--- src/rtl/rgbw_spi_slave.sv ---
// SPI mode-0 receive slave: synchronizes sclk/cs_n/mosi into clk, assembles bytes MSB first
// and presents each as buffRx_spi with a rdy level. Optional macro SPI_MISO_ECHO_EN echoes the previous byte on miso.
module rgbw_spi_slave #(
  parameter int unsigned RDY_HOLD = 4
) (
  input  logic       clk,
  input  logic       reset,
  input  logic       sclk,
  input  logic       cs_n,
  input  logic       mosi,
  output logic       miso,
  output logic [7:0] buffRx_spi,
  output logic       rdy,
  output logic       frame_err,
  output logic       ovr,
  output logic       dbg_state
);

  typedef enum logic {IDLE = 1'b0, SHIFT = 1'b1} state_t;

  localparam logic [3:0] HOLD_INIT = 4'(RDY_HOLD - 1);

  state_t     state_q, state_d;
  logic [2:0] sclk_s_q;
  logic [1:0] cs_s_q;
  logic [1:0] mosi_s_q;
  logic [1:0] valid_q;
  logic       armed_q, armed_d;
  logic [7:0] shift_q, shift_d;
  logic [2:0] cnt_q, cnt_d;
  logic       done_q, done_d;
  logic       load_q;
  logic [7:0] buff_q, buff_d;
  logic       rdy_q, rdy_d;
  logic [3:0] hold_q, hold_d;
  logic       ferr_q, ferr_d;
  logic       ovr_q, ovr_d;
  logic       sclk_rise;

  assign sclk_rise = sclk_s_q[1] & ~sclk_s_q[2];

  // rdy is a plain level with no back-pressure: buffRx_spi is valid whenever rdy is high
  // and stays put until the next byte completes; the consumer must sample within the hold.
  always_comb begin
    state_d = state_q;
    shift_d = shift_q;
    cnt_d   = cnt_q;
    done_d  = 1'b0;
    ferr_d  = 1'b0;
    // Only accept a frame after a genuine cs_n high has been sampled since reset.
    armed_d = armed_q | (valid_q[1] & cs_s_q[1]);
    case (state_q)
      IDLE: begin
        cnt_d = 3'd0;
        if (armed_q && !cs_s_q[1]) state_d = SHIFT;
      end
      SHIFT: begin
        if (cs_s_q[1]) begin
          state_d = IDLE;
          ferr_d  = (cnt_q != 3'd0);
          cnt_d   = 3'd0;
        end else if (sclk_rise) begin
          shift_d = {shift_q[6:0], mosi_s_q[1]};
          cnt_d   = cnt_q + 3'd1;
          done_d  = (cnt_q == 3'd7);
        end
      end
    endcase
  end

  always_comb begin
    buff_d = buff_q;
    rdy_d  = rdy_q;
    hold_d = hold_q;
    ovr_d  = done_q & rdy_q;
    if (done_q) buff_d = shift_q;
    if (load_q) begin
      rdy_d  = 1'b1;
      hold_d = HOLD_INIT;
    end else if (rdy_q && !done_q) begin
      if (hold_q == 4'd0) rdy_d = 1'b0;
      else                hold_d = hold_q - 4'd1;
    end
  end

  always_ff @(posedge clk or negedge reset) begin
    if (!reset) begin
      sclk_s_q <= 3'b000;
      cs_s_q   <= 2'b11;
      mosi_s_q <= 2'b00;
      valid_q  <= 2'b00;
      armed_q  <= 1'b0;
      state_q  <= IDLE;
      shift_q  <= 8'h00;
      cnt_q    <= 3'd0;
      done_q   <= 1'b0;
      load_q   <= 1'b0;
      buff_q   <= 8'h00;
      rdy_q    <= 1'b0;
      hold_q   <= 4'd0;
      ferr_q   <= 1'b0;
      ovr_q    <= 1'b0;
    end else begin
      sclk_s_q <= {sclk_s_q[1:0], sclk};
      cs_s_q   <= {cs_s_q[0], cs_n};
      mosi_s_q <= {mosi_s_q[0], mosi};
      valid_q  <= {valid_q[0], 1'b1};
      armed_q  <= armed_d;
      state_q  <= state_d;
      shift_q  <= shift_d;
      cnt_q    <= cnt_d;
      done_q   <= done_d;
      load_q   <= done_q;
      buff_q   <= buff_d;
      rdy_q    <= rdy_d;
      hold_q   <= hold_d;
      ferr_q   <= ferr_d;
      ovr_q    <= ovr_d;
    end
  end

`ifdef SPI_MISO_ECHO_EN
  logic [7:0] tx_q, tx_d;
  logic       sclk_fall;

  assign sclk_fall = ~sclk_s_q[1] & sclk_s_q[2];

  // The fall that ends a byte reloads with the byte just completed, so each byte echoes its predecessor.
  always_comb begin
    tx_d = tx_q;
    if (state_q == IDLE && state_d == SHIFT)      tx_d = buff_q;
    else if (state_q == SHIFT && sclk_fall)       tx_d = (cnt_q == 3'd0) ? buff_q : {tx_q[6:0], 1'b0};
  end

  always_ff @(posedge clk or negedge reset) begin
    if (!reset) tx_q <= 8'h00;
    else        tx_q <= tx_d;
  end

  assign miso = (state_q == SHIFT) & tx_q[7];
`else
  assign miso = 1'b0;
`endif

  assign buffRx_spi = buff_q;
  assign rdy        = rdy_q;
  assign frame_err  = ferr_q;
  assign ovr        = ovr_q;
  assign dbg_state  = (state_q == SHIFT);

endmodule

--- config.mk ---
export PLATFORM = sky130hd
export DESIGN_NAME = rgbw_spi_slave
export DESIGN_NICKNAME = d
export VERILOG_FILES = /design/src/rtl/rgbw_spi_slave.sv
export SDC_FILE = /design/constraint.sdc
export NUM_CORES = 1
export LEC_CHECK = 0
export ABC_AREA = 1
export BUFFER_PORTS_ARGS = -buffer_cell sky130_fd_sc_hd__buf_2
export CAP_MARGIN = 10
export CORE_MARGIN = 4
export CORE_UTILIZATION = 50
export DETAILED_ROUTE_END_ITERATION = 16
export PLACE_DENSITY = 0.7
export SLEW_MARGIN = 10
export SYNTH_ARGS = -nofsm -noshare
export SYNTH_HDL_FRONTEND = slang
export SYNTH_SLANG_ARGS = --single-unit
--- constraint.sdc ---
create_clock -name clk -period 1.6 [get_ports clk]
set_input_delay 0.24 -clock clk [delete_from_list [all_inputs] [get_ports clk]]
set_output_delay 0.24 -clock clk [all_outputs]
set_load 0.02 [all_outputs]
==> results of run 1 <==
==> power breakdown <==
part | switching (mW) | leakage [nW] | internal (mW)
registers | 0.0344 | 0.505 | 1.05
clock network | 0.279 | 0.0293 | 0.171
logic | 0.0837 | 0.390 | 0.0514
total | 0.397 | 0.924 | 1.27
==> per-layer routing <==
layer / routed length (um) / part of all wire / up-vias / track usage
met5: 0 / 0 / - / 0
met2: 1130 / 0.51 / 19 / 0.232
met1: 965 / 0.43 / 461 / 0.146
met3: 114 / 0.051 / 2 / 0.0586
li1: - / - / 478 / -
met4: 16 / 0.0072 / 0 / 0.0701
==> cell families (layout without fill, tap and decap cells) <==
family	after synthesis	after routing	synth area share
AOI/OAI and AO/OA	20	20	0.0805
adders and majority gates	5	5	0.0411
buffers and inverters	20	46	0.0591
DFF	39	39	0.642
muxes	5	5	0.0369
other	2	2	0.00493
and+or+nand+nor	45	45	0.135
==> metrics by stage <==
step	util	hold slack (ns)	setup WS [ns]
after floorplan	-	-0.0556	0.457
after global placement	0.579	0.209	0.346
after detailed placement	0.579	0.206	0.309
after CTS	0.610	0.363	0.272
after global routing	0.610	0.369	0.110
final	0.610	0.360	0.289
==> worst min path at each step <==
stage	slack [ns]	endpoint	start
after floorplan	-0.06	armed_q	reset
after global placement	0.21	frame_err	reset
after detailed placement	0.21	hold_q[2]	reset
after CTS	0.36	cs_s_q[1]	cs_s_q[0]
after global routing	0.37	cs_s_q[1]	cs_s_q[0]
final	0.36	cs_s_q[1]	cs_s_q[0]
==> critical path: stages (launching register included) <==
cell     delay, ns
dfrtp_1       0.65
o21ai_0       0.17
nand2_1       0.21
nand2_1       0.08
o21a_1        0.10
==> sequential cells by signal, summed over array words and instances (netlist names) <==
register    count
load_q          1
mosi_s_q        2
rdy             1
sclk_s_q        3
frame_err       1
done_q          1
dbg_state       1
armed_q         1
cs_s_q          2
ovr             1
shift_q         8
hold_q          4
valid_q         2
cnt_q           3
buffRx_spi      8
==> area by class of cell <==
class                   instances  area [um2]
fillers                       240        1100
flip-flops and latches         39         978
multi-input cells              77         455
repair buffers                 21         140
inverters                      17        63.8
clock buffers                   7        45.0
well taps                      31        38.8
clock inverters                 1        5.00
==> cell usage in the layout, fill, tap and decap left out <==
| master | instances |
|---|---|
| a21oi_1 | 5 |
| a21oi_2 | 2 |
| buf_12 | 1 |
| buf_2 | 16 |
| clkbuf_1 | 2 |
| clkbuf_4 | 5 |
| clkinv_2 | 1 |
| conb_1 | 2 |
| dfrtp_1 | 37 |
| dfstp_2 | 2 |
| dlygate4sd3_1 | 4 |
| ha_1 | 5 |
| inv_1 | 16 |
| inv_2 | 1 |
| mux2_2 | 5 |
| nand2_1 | 22 |
| nand2_4 | 1 |
| nand3_1 | 10 |
| nor2_1 | 9 |
| nor2_4 | 2 |
| o21a_1 | 1 |
| o21ai_0 | 8 |
| o21ai_2 | 3 |
| o22ai_1 | 1 |
| or2_2 | 1 |
==> flow_summary_export.csv, run 1 <==
group,metric,value,unit
cts,cts_hold_buffers,4,
sta,fin_setup_tns,0,ns
place,dp_cells,181,
drt,viasPerCell,4.97,
yosys,syn_inst,136,
critical_path,required,1.83,ns
place,gp_congestion,0.695,
cts,clkLatencyLatePin,0.33,ns
drt,routedWlPerCell,11.5,um
yosys,synth_common_cells,"37 x dfrtp_1, 22 x nand2_1, 16 x inv_1",
yosys,synth-seq-area-share,0.642,
cts,htreeDepth,2,
pwr,power_density,966,nW/um2
pwr,power,1.67,mW
sta,finClkSkew,0.00877,ns
min_path,hold_class,"reg -> reg",
yosys,synth-edff-count,0,
run_status,outcome,"complete, no violations",
cts,cts_buffer_depth,2,
sta,grt_setup_unrepaired,"no",
place,portBuffers,16,
critical_path,r2r_slack,0.29,ns
layout,fin_area,1730,um2
die,start_util,0.539,
pwr,ir_drop,656,uV
global_routing,grt_max_degree,22,
drt,drt_iter0_markers,51,
yosys,yosys_warnings,0,
min_path,whs_path_depth,0,
layout,synthToLayoutAreaGrowth,13.3,%
drt,first_pass_iters,4,
die,rows,19,
critical_path,start_kind,"flop",
cts,numCtsBuffers,5,
cts,tritoncts,"yes",
cts,path_clk_slew,0.11,ns
critical_path,r2r-start,"done_q",
drt,wl,2.23,mm
layout,fin_nets,171,
yosys,syn_nets,146,
drt,num_vias,960,
run,drv_cap,0,
yosys,ys_types,21,
die,die_y,63.2,um
critical_path,endpoint,"hold_q[1]",
cts,root_buffer,"clkbuf_4",
critical_path,worstSetupPathType,"reg -> reg",
place,dpl-instance-area,1640,um2
layout,n_antenna_cell,0,
sta,fmax,763,MHz
yosys,synth_area_leaders,"dfrtp_1 61%, nand2_1 5.4%, ha_1 4.1%",
sta,finalHoldViolCount,0,
yosys,syn_area,1520,um2
cts,post_cts_resized,0,
global_routing,grt.total_usage,0.137,
sta,min_period_over_period,0.819,
die,io_pins,18,
yosys,post-synth-top-area-cell,"dfrtp_1",
global_routing,grt_pass1_vias,1018,
critical_path,critical_path.endpoint_type,"flop",
die,dieArea,3990,um2
global_routing,overflow,0,
yosys,yosys_register_bits,39,
sta,setup_viol,0,
yosys,synth_top_area_share,0.608,
cts,clock-sinks,39,
critical_path,path_max_fanout,15,
place,dp_hpwl,1.62,mm
yosys,synth.most_common_cell,"dfrtp_1",
critical_path,rr_worst_depth,4,
critical_path,reg2reg_to,"hold_q[1]",
layout,final_layout_size_suffix_gt1_frac,0.247,
yosys,async_flop_share,1.00,
yosys,synthFlopType,"dfrtp_1",
critical_path,crit_start,"done_q",
sta,slew_viol_final,0,
pwr,cellLeakagePower,0.924,nW
cts,cts_setup_buffers,0,
critical_path,critPathArrivalTime,1.54,ns
sta,period_minus_slack,1.31,ns
yosys,post_synth.cell_area_avg,11.2,um2
die,die_x,63.2,um
global_routing,antenna_found_initial,0,
drt,drc_errors,0,
layout,stdcell_count,193,
drt,ant_nets,0,
global_routing,grt_first_pass_wirelength,4.27,mm
die,coreArea,2830,um2
No activity file was read; power rests on OpenSTA's default activity.
==> run 2: changes to the inputs <==
clock period = 1.34 ns   (was 1.6 ns; I/O delays follow)
==> flow_summary_export.csv, run 2 (synthesis gave the netlist of run 1 again) <==
group,metric,value,unit
die,rows,19,
layout,fin_util,0.629,
cts,numCtsBuffers,5,
die,die_x,63.2,um
sta,finClkSkew,0.00623,ns
run,drv_cap,0,
run_status,outcome,"complete, no violations",
sta,min_period_over_period,0.919,
pwr,cellLeakagePower,0.955,nW
sta,period_minus_slack,1.23,ns
place,gp_congestion,0.711,
layout,fin_nets,173,
global_routing,grt_first_pass_wirelength,4.26,mm
cts,root_buffer,"clkbuf_4",
sta,fin_setup_tns,0,ns
cts,htreeDepth,2,
pwr,ir_drop,832,uV
cts,clkLatencyLatePin,0.34,ns
critical_path,start_kind,"flop",
drt,routedWlPerCell,11.5,um
drt,drc_errors,0,
cts,path_clk_slew,0.11,ns
global_routing,grt_max_degree,24,
place,dp_hpwl,1.63,mm
cts,clock-sinks,39,
cts,cts_buffer_depth,2,
global_routing,grt_pass1_vias,979,
die,io_pins,18,
critical_path,path_max_fanout,5,
sta,setup_slack,0.109,ns
cts,tritoncts,"yes",
place,pre_cts_slack,0.0752,ns
critical_path,critical_path.endpoint_type,"flop",
layout,n_antenna_cell,0,
drt,drt_iter0_markers,54,
layout,final_layout_size_suffix_gt1_frac,0.274,
die,start_util,0.539,
die,dieArea,3990,um2
layout,final_common_cell,"dfrtp_1",
place,portBuffers,16,
die,die_y,63.2,um
sta,fmax,812,MHz
layout,nFillCells,218,
global_routing,overflow,0,
sta,finalHoldViolCount,0,
critical_path,critPathArrivalTime,1.45,ns
critical_path,required,1.56,ns
drt,first_pass_iters,4,
critical_path,worstSetupPathType,"reg -> reg",
place,dp_cells,183,
global_routing,antenna_found_initial,0,
drt,wl,2.25,mm
drt,ant_nets,0,
critical_path,slowest_stage,"dfrtp_1",
min_path,hold_class,"in -> async",
pwr,power_density,1260,nW/um2
layout,stdcell_count,195,
die,coreArea,2830,um2
sta,grt_setup_unrepaired,"no",
critical_path,cp_slowest_stage_delay,0.37,ns
drt,viasPerCell,4.96,
layout,fin_area,1780,um2
global_routing,grt.total_usage,0.138,
place,dpl-instance-area,1650,um2
layout,synthToLayoutAreaGrowth,16.8,%
drt,num_vias,968,
critical_path,cp_cell_sequence,"inv_1 -> ha_1 -> or2_2 -> nand3_1 -> o21ai_0",
sta,setup_viol,0,
layout,layout_common_cells,"37 x dfrtp_1, 21 x nand2_1, 16 x inv_1, 16 x buf_2, 10 x nand3_1",
sta,slew_viol_final,0,
run 2: changes by cell type in the layout (fill, tap and decap cells not counted), sizes merged:
cell	change
buf	+2
bufinv	+1
clkbuf	-1
run 2: power by group:
part           total [mW]  internal, mW  switching [mW]
logic               0.159        0.0613          0.0977
registers            1.29          1.25          0.0418
clock network       0.794         0.441           0.353
total                2.25          1.75           0.493
run 2: final cells by class:
type / count / area [um2] / share of cell area
well taps: 31 / 38.8 / 0.0218
flip-flops and latches: 39 / 978 / 0.550
clock buffers: 6 / 51.3 / 0.0288
multi-input cells: 77 / 458 / 0.257
clock inverters: 2 / 35.0 / 0.0197
inverters: 17 / 63.8 / 0.0358
repair buffers: 23 / 155 / 0.0871
run 2: path summary, 6_finish.rpt:
path / from / to / slack [ns] / cells after the start
max reg2reg: hold_q[0] / hold_q[2] / 0.11 / 5
min reg2reg: mosi_s_q[0] / mosi_s_q[1] / 0.36 / 0
max in group asynchronous: reset / shift_q[3] / 0.58 / 3
min in group clk: mosi_s_q[0] / mosi_s_q[1] / 0.36 / 0
min: reset / armed_q / 0.32 / 2
max: hold_q[0] / hold_q[2] / 0.11 / 5
run 2: worst max-delay path, delay by kind of cell, from the launching register on:
kind | cells | cell delay [ns]
simple gates | 2 | 0.35
flops | 1 | 0.37
buf+inv | 1 | 0.10
compound gates | 1 | 0.08
fa+ha+maj | 1 | 0.21
run 2: timing repair:
item | 4_1_cts | 5_1_grt
hold endpoints to repair | 17 | 0
hold buffers | 4 | 0
setup endpoints to repair | 0 | 3
resized for setup | 0 | 1
buffers inserted | 0 | 0
run 2: per-stage QoR:
| step | hold WS, ns | total power [mW] |
|---|---|---|
| 3_3_place_gp | 0.144 | 1.46 |
| 6_report | 0.316 | 2.25 |
| 3_5_place_dp | 0.150 | 1.47 |
| 4_1_cts | 0.315 | 2.27 |
| 5_1_grt | 0.326 | 2.38 |
| 2_1_floorplan | -0.0946 | 1.41 |
run 2: layer usage:
layer / vias to the layer above / GRT usage / wire length [um]
met5: - / 0 / 0
met4: 0 / 0.0566 / 19
met3: 2 / 0.0533 / 107
met2: 17 / 0.231 / 1090
met1: 464 / 0.160 / 1030
li1: 485 / - / -
